==> src/rtl/dlx_pipe_if.sv <==
// DLX instruction-fetch stage: drives the instruction-memory handshake and the IF/ID
// register, handling stalls, cache freezes, taken branches and trap/illegal halts.
module dlx_pipe_if #(
    parameter logic [31:0] RESET_PC = 32'h0000_0000,
    parameter logic [31:0] NOP_WORD = 32'h0000_0000
) (
    input  logic        clk,
    input  logic        rst,
    input  logic        stall,
    input  logic        dc_wait,
    input  logic        id_cond,
    input  logic [31:0] id_npc,
    input  logic        id_halt,
    input  logic        id_illegal_instr,
    output logic        imem_req,
    output logic [31:0] imem_addr,
    input  logic [31:0] imem_rdata,
    input  logic        imem_ack,
    output logic [31:0] if_id_ir,
    output logic [31:0] if_id_npc,
    output logic        if_halted,
    output logic        if_illegal
);

    typedef enum logic [1:0] {
        FETCH,
        DRAIN,
        HALT
    } state_e;

    state_e      state;
    logic [31:0] pc;
    logic [31:0] hold_ir;
    logic        hold_valid;
    logic [31:0] redir_pc;
    logic        redir_pend;

    logic        adv;
    logic        req_ack;
    logic        avail;
    logic [31:0] word;
    logic [31:0] pc_inc;

    // A word accepted while the pipe cannot advance is parked in hold_ir, and the
    // request is withdrawn so the same address is never fetched twice.
    assign adv       = !stall && !dc_wait;
    assign req_ack   = imem_req && imem_ack;
    assign avail     = hold_valid || req_ack;
    assign word      = hold_valid ? hold_ir : imem_rdata;
    assign pc_inc    = pc + 32'd4;
    assign imem_addr = pc;
    assign imem_req  = ((state == FETCH) && !hold_valid) || (state == DRAIN);

    // NOTE: all state uses non-blocking assignments so every register samples the
    // pre-edge values; blocking here would let later branches see updated pc/state.
    always_ff @(posedge clk) begin
        if (rst) begin
            state      <= FETCH;
            pc         <= RESET_PC;
            if_id_ir   <= NOP_WORD;
            if_id_npc  <= RESET_PC;
            // NOTE: the parked word and redirect target are reset too; they are only
            // two registers, and a known value keeps simulation free of X propagation.
            hold_ir    <= NOP_WORD;
            hold_valid <= 1'b0;
            redir_pc   <= RESET_PC;
            redir_pend <= 1'b0;
            if_halted  <= 1'b0;
            if_illegal <= 1'b0;
        end else begin
            case (state)
                FETCH: begin
                    if (!adv) begin
                        if (req_ack) begin
                            hold_ir    <= imem_rdata;
                            hold_valid <= 1'b1;
                        end
                    end else if (id_halt || id_illegal_instr) begin
                        if_id_ir   <= NOP_WORD;
                        hold_valid <= 1'b0;
                        redir_pend <= 1'b0;
                        if (id_illegal_instr) begin
                            if_illegal <= 1'b1;
                        end
                        // An in-flight request must complete before the bus goes idle.
                        if (imem_req && !imem_ack) begin
                            state <= DRAIN;
                        end else begin
                            state     <= HALT;
                            if_halted <= 1'b1;
                        end
                    end else if (id_cond) begin
                        if_id_ir <= NOP_WORD;
                        if (avail) begin
                            pc         <= id_npc;
                            hold_valid <= 1'b0;
                            redir_pend <= 1'b0;
                        end else begin
                            redir_pend <= 1'b1;
                            redir_pc   <= id_npc;
                        end
                    end else if (redir_pend) begin
                        if_id_ir <= NOP_WORD;
                        if (avail) begin
                            pc         <= redir_pc;
                            redir_pend <= 1'b0;
                            hold_valid <= 1'b0;
                        end
                    end else if (avail) begin
                        if_id_ir   <= word;
                        if_id_npc  <= pc_inc;
                        pc         <= pc_inc;
                        hold_valid <= 1'b0;
                    end else begin
                        if_id_ir <= NOP_WORD;
                    end
                end
                DRAIN: begin
                    if_id_ir <= NOP_WORD;
                    if (imem_ack) begin
                        state     <= HALT;
                        if_halted <= 1'b1;
                    end
                end
                HALT: begin
                    if_id_ir  <= NOP_WORD;
                    if_halted <= 1'b1;
                end
                // NOTE: the unused fourth encoding recovers to FETCH instead of locking up.
                default: begin
                    state <= FETCH;
                end
            endcase
        end
    end

endmodule

==> config.mk <==
export PLATFORM = sky130hd
export DESIGN_NAME = dlx_pipe_if
export DESIGN_NICKNAME = d
export VERILOG_FILES = /design/src/rtl/dlx_pipe_if.sv
export SDC_FILE = /design/constraint.sdc
export NUM_CORES = 1
export LEC_CHECK = 0
export CORE_UTILIZATION = 48
export CTS_BUF_LIST = sky130_fd_sc_hd__clkbuf_4 sky130_fd_sc_hd__clkbuf_8
export CTS_CLUSTER_SIZE = 16
export DETAILED_ROUTE_END_ITERATION = 8
export GPL_ROUTABILITY_DRIVEN = 0
export GPL_TIMING_DRIVEN = 0
export MAX_ROUTING_LAYER = met4
export PLACE_DENSITY = 0.79
export SLEW_MARGIN = 40
export SYNTH_ARGS = -nofsm -noshare
export SYNTH_HDL_FRONTEND = slang
export SYNTH_SLANG_ARGS = --single-unit
==> constraint.sdc <==
create_clock -name clk -period 1.75 [get_ports clk]
set_input_delay 0.4375 -clock clk [delete_from_list [all_inputs] [get_ports clk]]
set_output_delay 0.4375 -clock clk [all_outputs]
set_load 0.1 [all_outputs]
# Word level (Yosys, flattened, before mapping)
# Index checks and enable logic that the tools add are counted.
# op_classes
addsub,1
n_eq_ne,7
muxes,30
bitwise,6
n_reduce_logical,26
# ops
cell,n
$mux 32,11
$pmux 32 s2,1
$add 32x3->32 const B,1
$mux 1,12
$reduce_and 4->1,3
$reduce_and 5->1,2
$mux 2,4
$ne 2x2->1 const B,3
$not 1->1,6
$pmux 2 s3,1
$reduce_and 3->1,2
$reduce_and 6->1,1
$logic_and 1x1->1,4
$logic_not 1->1,4
$reduce_and 2->1,2
$reduce_bool 2->1,2
$logic_or 1x1->1,3
$ne 3x1->1 const B,1
$pmux 1 s3,1
$reduce_bool 3->1,1
$eq 2x1->1 const B,1
$eq 2x2->1 const B,1
$logic_not 2->1,1
$ne 2x1->1 const B,1
$reduce_or 2->1,1
# word_totals
ff_bits,166
input_bits,72
out_inout_bits,99
elab_cells,80

# Depth between registers and ports, before layout
# Gate-level depths: netlist of the first run.
# depth
ltp_word,11
depth_mapped,9
mapped_depth_nobuf,7

# Worst setup path after synthesis of the first run
# No wires, ideal clock.
# synth_timing
kind,flip-flop to flip-flop
from,register pc[2] (netlist: imem_addr[2])
to,register pc[22] (netlist: imem_addr[22])
setup_ns,0.144
arrival_ns,2.420
required_ns,1.606
slack_ns,-0.814
path_stages_with_launch,7
path_buffers,0
period_less_slack_ns,2.564
path_cell_list,dfxtp_1 ha_1 nand4_1 nor4_2 nand3_1 mux2i_1 o311ai_0
# synth_via
elab_chain_cells,4
# synth_lines
element,line_no,text
start: declaration,32,logic [31:0] pc;
start signal: assignment,95,pc <= id_npc;
start signal: assignment,105,pc <= redir_pc;
start signal: assignment,112,pc <= pc_inc;
$add 32x3->32,50,assign pc_inc = pc + 32'd4;
$mux 32,109,end else if (avail) begin
$mux 32,102,end else if (redir_pend) begin
$mux 32,92,end else if (id_cond) begin
# Every way passes these cells. The select of a mux whose other input is x is not followed.
# A chain may end at the register's enable or synchronous reset.

# Worst setup path in the final report of the first run
# layout_timing
from,register pc[7] (netlist: imem_addr[7])
to,register if_id_npc[25]
# layout_via
elab_chain_cells,1
# layout_lines
element,line_no,text
$add 32x3->32,50,
end signal: assignment,111,if_id_npc <= pc_inc;
end: declaration,20,"output logic [31:0] if_id_npc,"
# Every way passes these cells.

==> flow_summary.yaml, run 1 <==
power_and_ir_drop:
  vdd_ir_drop_max_mv: 0.6429
  internal_power_mw: 6.363
  finalPower_mw: 10.30
  switching_share: 0.3820
  p_seq_frac: 0.400
  pwr-share-comb: 0.332
  power_density_mw_per_mm2: 825.3
  power_frac_clock: 0.268
  p_switching_mw: 3.933
  power.leakage_nw: 4.916
clock_network:
  clkSinkCount: 166
  clockRootBuffer: "clkbuf_8"
  holdBufCountCts: 0
  cts_buffers: 17
  clock_latency_ns: 0.49
  path_clk_slew_ns: 0.11
  clock_path_buffers: 2
  cts_tree: "yes"
  htree_levels: 4
timing:
  worstMarginPinSlew_ns: 0.8442
  hold_viol_final: 0
  fin_tns_setup_ns: -27.09
  clock.fmax_ghz: 0.4795
  fin_ws_ns: -0.3357
  slew_headroom: 0.4372
  period_needed_ns: 2.086
  fin_hold_ws_ns: 0.4641
  grt_setup_unrepaired: "true"
  setup_viol: 153
  timing.final.crit_share: 1.192
  slew_viol_final: 0
  fin_skew_ns: 0.01269
routing:
  drc: 0
  postRouteWirelength_um: 32770
  avgViaCountPerCell: 6.246
  ant_nets: 0
  routedWlPerCell_um: 22.76
  drtIter0Drc: 931
  first_pass_iters: 9
  dr_total_vias: 8994
synthesis:
  synth_area_mm2: 0.007989
  yosysUniqueCellTypes: 66
  synth_edf_count: 0
  synth_flop_cell: "dfxtp_1"
  syn-num-nets: 1021
  synth-seq-cells: 166
  synth_warnings: 0
  syn_avg_cell_area_um2: 8.463
  synth_area_leaders: "dfxtp_1 (42%), nand2_1 (6.0%), nor2_1 (5.6%)"
  synth_top_area_share: 0.4160
  async_flop_share: 0
  ys_seq_area_frac: 0.4160
  synth_area_leader_cell: "dfxtp_1"
  synthCells: 944
cells_and_area:
  finalNetCount: 1288
  area.growth.synth_to_final_pct: 56.16
  fin_cells: 1440
  final_common_cell: "dfxtp_1"
  mostFrequentLayoutCells: "dfxtp_1 (134), nor2_1 (108), clkdlybuf4s50_1 (69)"
  drive_gt1_frac: 0.4616
  n_antenna_cell: 0
placement:
  place_ws_ns: -0.7241
  place_inst: 1328
  dp_hpwl_um: 17960
  port_buffers: 168
floorplanning:
  die_area_mm2: 0.01716
  die_x_um: 131.0
  start_util: 0.4975
  ioPinCount: 171
  placementRows: 46
  core_area_mm2: 0.01606
  die_h_um: 131.0
min_path:
  hp-class: "reg -> reg"
  hold_end: "if_id_npc[7]$_SDFFE_PP0P_"
  hold-path-cell-count: 2
  hp-start: "if_id_npc[7]$_SDFFE_PP0P_"
grt:
  grt-ovfl-total: 0
  grt_pass1_wl_um: 41420
  grtUsageTotal: 0.3298
  grt_pass1_vias: 7842
  grt_antenna_before_repair: 0
  grt_max_degree: 18
setup_path:
  r2r_end: "if_id_npc[25]$_SDFFE_PP0P_"
  cp.arrival_ns: 2.49
  end_kind: "flop"
  reg2reg_depth: 7
  crit-reg2reg-launch: "imem_addr[7]$_SDFFE_PP0P_"
  worstPathRequired_ns: 2.15
  cp_max_fo: 10
  path_class: "reg -> reg"
  r2r_slack_ns: -0.34
  start_kind: "flop"
status:
  status: "finished, violations left"
  violations: "setup timing"
run:
  max-cap-violations: 0
flip-flops by register name, indices dropped and copies added, names as in the netlist, 2 cells and up:
register and count:
hold_ir 32, redir_pc 32, state 2, if_id_ir 32, if_id_npc 32, imem_addr 32
synth_stat cells, drive strengths merged (2+ instances only):
| library cell | count |
|---|---|
| a211o | 3 |
| a211oi | 33 |
| a21o | 3 |
| a21oi | 76 |
| a22o | 2 |
| a22oi | 34 |
| a2bb2oi | 2 |
| a311oi | 4 |
| a31oi | 6 |
| and2 | 10 |
| and3 | 9 |
| and4 | 7 |
| buf | 40 |
| clkbuf | 41 |
| dfxtp | 166 |
| ha | 5 |
| inv | 17 |
| mux2 | 32 |
| mux2i | 37 |
| nand2 | 128 |
| nand2b | 3 |
| nand3 | 14 |
| nand4 | 17 |
| nor2 | 121 |
| nor2b | 4 |
| nor3 | 16 |
| nor3b | 4 |
| nor4 | 9 |
| o2111ai | 2 |
| o211a | 3 |
| o211ai | 8 |
| o21a | 3 |
| o21ai | 31 |
| o221ai | 2 |
| o22ai | 3 |
| o311ai | 5 |
| o31a | 6 |
| o32ai | 3 |
| xnor2 | 13 |
| xor2 | 12 |
worst max path at each step:
stage | from | endpoint
global route | state[1]$_SDFFE_PP0P_ | imem_addr[26]$_SDFFE_PP0P_
floorplan | imem_addr[2]$_SDFFE_PP0P_ | imem_addr[28]$_SDFFE_PP0P_
finish | imem_addr[7]$_SDFFE_PP0P_ | if_id_npc[25]$_SDFFE_PP0P_
detailed placement | dc_wait | redir_pc[20]$_SDFFE_PP0P_
global placement | imem_ack | imem_addr[17]$_SDFFE_PP0P_
CTS | state[0]$_SDFFE_PP0P_ | imem_req
metrics by stage:
| stage | util | area [µm²] |
|---|---|---|
| after floorplan | - | 8235 |
| after global placement | 0.6344 | 10190 |
| after detailed placement | 0.6036 | 9692 |
| after CTS | 0.6839 | 10980 |
| after global routing | 0.7769 | 12480 |
| final | 0.7769 | 12480 |
cell families (layout without fill, tap and decap cells):
family                   count (synthesis)  after routing  synth area share
AND/OR/NAND/NOR                        348            348            0.2042
AO/OA/AOI/OAI                          233            233            0.1967
flip-flops                             166            166            0.4160
buffers and inverters                   98            378           0.05638
multiplexers                            69             69           0.09147
XOR/XNOR                                25             25           0.02741
adder cells (fa/ha/maj)                  5              5          0.007831
power by group through the flow:
stage               sequential [mW]  clock, mW  combinational (mW)
finish                         4.12       2.76                3.41
global route                   4.14       2.89                3.57
CTS                            4.10       2.71                2.84
detailed placement             4.17          0                2.46
global placement               4.17          0                2.50
floorplan                      4.59          0                1.40
area by class of cell:
type / count / area [µm²]
multi-input cells: 680 / 5334
fillers: 967 / 3582
flip-flops and latches: 166 / 3426
repair buffers: 251 / 2318
plain buffers: 78 / 690.7
well taps: 216 / 270.3
clock buffers: 17 / 234.0
clock inverters: 15 / 136.4
inverters: 17 / 66.31
what timing repair did:
| item | CTS | global route |
|---|---|---|
| endpoints found under the setup margin | 175 | 169 |
| resized for setup | 183 | 288 |
| pin swaps | 39 | 107 |
| setup buffers | 22 | 45 |
| cloned | 9 | 12 |
critical path, stage by stage, from the launching register on:
cell and delay (ns):
dfxtp_4 0.40, and4_1 0.25, buf_6 0.15, nand4_4 0.17
buf_6 0.20, nor3_2 0.38, xnor2_1 0.20, a211oi_2 0.23
layer usage:
metal / vias up / GRT usage / wire (µm)
met2: 648 / 0.5157 / 14990
met1: 4247 / 0.3985 / 11930
met4: 0 / 0.1738 / 2129
li1: 3892 / - / -
met3: 207 / 0.07044 / 3719
met5: - / - / 0
(Power assumes the default switching activity.)
==> run 2: changes to the inputs <==
- CORE_ASPECT_RATIO: default -> 0.75
- CORE_UTILIZATION: 48 -> 30
- GPL_TIMING_DRIVEN: 0 -> default
- PLACE_DENSITY: 0.79 -> default
==> run 2 against run 1 <==
  * The flow still finishes with violations (setup timing)
  * Clock skew is 0.0033 ns higher
  * Combinational power grew 7.6%
  * Clock power grew 23%
  * Clock-buffer cell count stayed put
  * Global-route usage decreased by 9.6 points
  * Utilization is 21 points lower
  * Register-to-register slack better by 0.099 ns
  * Sequential share of layout area decreased by 4.1 points
  * Via count down 5.8%
  * Critical path depth rose by 4
  * Worst setup slack better by 0.099 ns
  * Die area increased by 59%
==> flow_summary.yaml, run 2 (synthesis gave the netlist of run 1 again) <==
setup_path:
  r2r_end: "imem_addr[4]$_SDFFE_PP0P_"
  crit-reg2reg-launch: "state[0]$_SDFFE_PP0P_"
  crit_chain: "inv_2 -> ha_4 -> buf_6 -> nor3b_4 -> buf_6 -> o211a_4 -> buf_6 -> buf_12 -> o211ai_1 -> o21ai_1 -> nor2_1"
  reg2reg_depth: 11
  slowest_stage: "dfxtp_2"
  cp.arrival_ns: 2.33
  path_class: "reg -> reg"
  worstPathRequired_ns: 2.09
  start_kind: "flop"
  critPathLaunch: "state[0]$_SDFFE_PP0P_"
  cp_slowest_stage_delay_ns: 0.35
  worst_path_most_repeated_cell: "buf_6"
  r2r_slack_ns: -0.24
  critical_path.endpoint: "imem_addr[4]$_SDFFE_PP0P_"
  cp_max_fo: 6
  end_kind: "flop"
grt:
  grt_pass1_wl_um: 47360
  grt_pass1_vias: 8079
  grtUsageTotal: 0.2341
  grt-ovfl-total: 0
  grt_max_degree: 55
  grt_antenna_before_repair: 0
floorplanning:
  die_area_mm2: 0.02729
  ioPinCount: 171
  die_x_um: 190.4
  start_util: 0.3069
  core_area_mm2: 0.02604
  placementRows: 51
  die_h_um: 143.3
status:
  violations: "setup timing"
  status: "finished, violations left"
timing:
  grt_setup_unrepaired: "true"
  slew_viol_final: 0
  timing.final.crit_share: 1.135
  fin_tns_setup_ns: -17.98
  worstMarginPinSlew_ns: 0.5321
  setup_viol: 129
  slew_headroom: 0.6408
  period_needed_ns: 1.987
  hold_viol_final: 0
  clock.fmax_ghz: 0.5033
  fin_skew_ns: 0.01596
  fin_ws_ns: -0.2367
min_path:
  hp-class: "in -> reg"
cells_and_area:
  finalNetCount: 1292
  final_core_util: 0.5625
  mostFrequentLayoutCells: "dfxtp_1 (134), buf_12 (122), buf_4 (98)"
  final_common_cell: "dfxtp_1"
  n_antenna_cell: 0
  drive_gt1_frac: 0.5057
  area.growth.synth_to_final_pct: 83.32
clock_network:
  clock_path_buffers: 2
  clock_latency_ns: 0.47
  path_clk_slew_ns: 0.10
  htree_levels: 4
  clockRootBuffer: "clkbuf_8"
  cts_buffers: 17
  cts_tree: "yes"
  holdBufCountCts: 0
  clkSinkCount: 166
placement:
  place_ws_ns: -0.5148
  dp_hpwl_um: 17970
  port_buffers: 170
routing:
  avgViaCountPerCell: 5.389
  drc: 0
  drtIter0Drc: 632
  ant_nets: 0
  first_pass_iters: 8
  routedWlPerCell_um: 20.25
  postRouteWirelength_um: 31840
  dr_total_vias: 8471
power_and_ir_drop:
  power_density_mw_per_mm2: 764.9
  vdd_ir_drop_max_mv: 1.396
  power.leakage_nw: 5.653
run:
  max-cap-violations: 0
[run 2: changes by cell type in the layout (fill, tap and decap cells not counted), sizes merged]
cell      before  now
buf          197  263
clkbuf        80   18
bufinv         0    5
inv           29   24
clkinv         3    2
clkinvlp       0    1
[run 2: stage by stage]
stage	hold slack (ns)	cell area, µm²	power (mW)	std cells
after global placement	0.4349	11970	7.251	1495
after CTS	0.2846	14110	11.09	1570
after global routing	0.3221	14650	11.64	1572
after floorplan	0.4267	8235	5.988	944
after detailed placement	0.4395	11970	7.281	1495
final	0.3430	14650	11.20	1572
[run 2: worst min path at each step]
stage	from	to	slack, ns	cells past startpoint
final	rst	imem_addr[22]$_SDFFE_PP0P_	0.34	2
after detailed placement	redir_pc[8]$_SDFFE_PP0P_	redir_pc[8]$_SDFFE_PP0P_	0.44	2
after floorplan	redir_pc[7]$_SDFFE_PP0P_	redir_pc[7]$_SDFFE_PP0P_	0.43	2
after CTS	rst	imem_addr[22]$_SDFFE_PP0P_	0.28	2
after global placement	redir_pc[31]$_SDFFE_PP0P_	redir_pc[31]$_SDFFE_PP0P_	0.43	2
after global routing	rst	imem_addr[22]$_SDFFE_PP0P_	0.32	2
[run 2: worst max-delay path, delay by kind of cell (launching register included)]
family | cells | cell delay, ns
compound gates | 3 | 0.40
fa+ha+maj | 1 | 0.16
buf+inv | 5 | 0.62
flops | 1 | 0.35
simple gates | 2 | 0.33
[run 2: repair_timing]
item                                   CTS  global route
setup endpoints to repair              129           130
buffers inserted                        22            11
endpoints found under the hold margin    0             0
pin swaps                              104            97
cloned                                  22             1
gates resized for setup                246           162
[run 2: per-layer routing]
layer	up-vias	global-route usage	wire length, µm
met5	-	-	0
met4	0	0.06021	615
met3	46	0.04444	2417
met2	341	0.3376	13980
met1	4154	0.3319	14820
li1	3930	-	-
[run 2: layout make-up]
type	instances	area [µm²]
clock inverters	15	239.0
repair buffers	333	4618
inverters	17	63.81
multi-input cells	680	5637
clock buffers	17	234.0
fillers	2210	11390
well taps	344	430.4
flip-flops and latches	166	3423
[run 2: power by group]
group          internal (mW)  switching [mW]
Combinational           1.65            2.02
Clock                   1.74            1.65
Sequential              3.96           0.182
==> run 3: changes to the inputs <==
- HOLD_SLACK_MARGIN: default -> 0.15
==> results of run 3 <==
Final layout, timing and power as in run 2 (identical DEF).
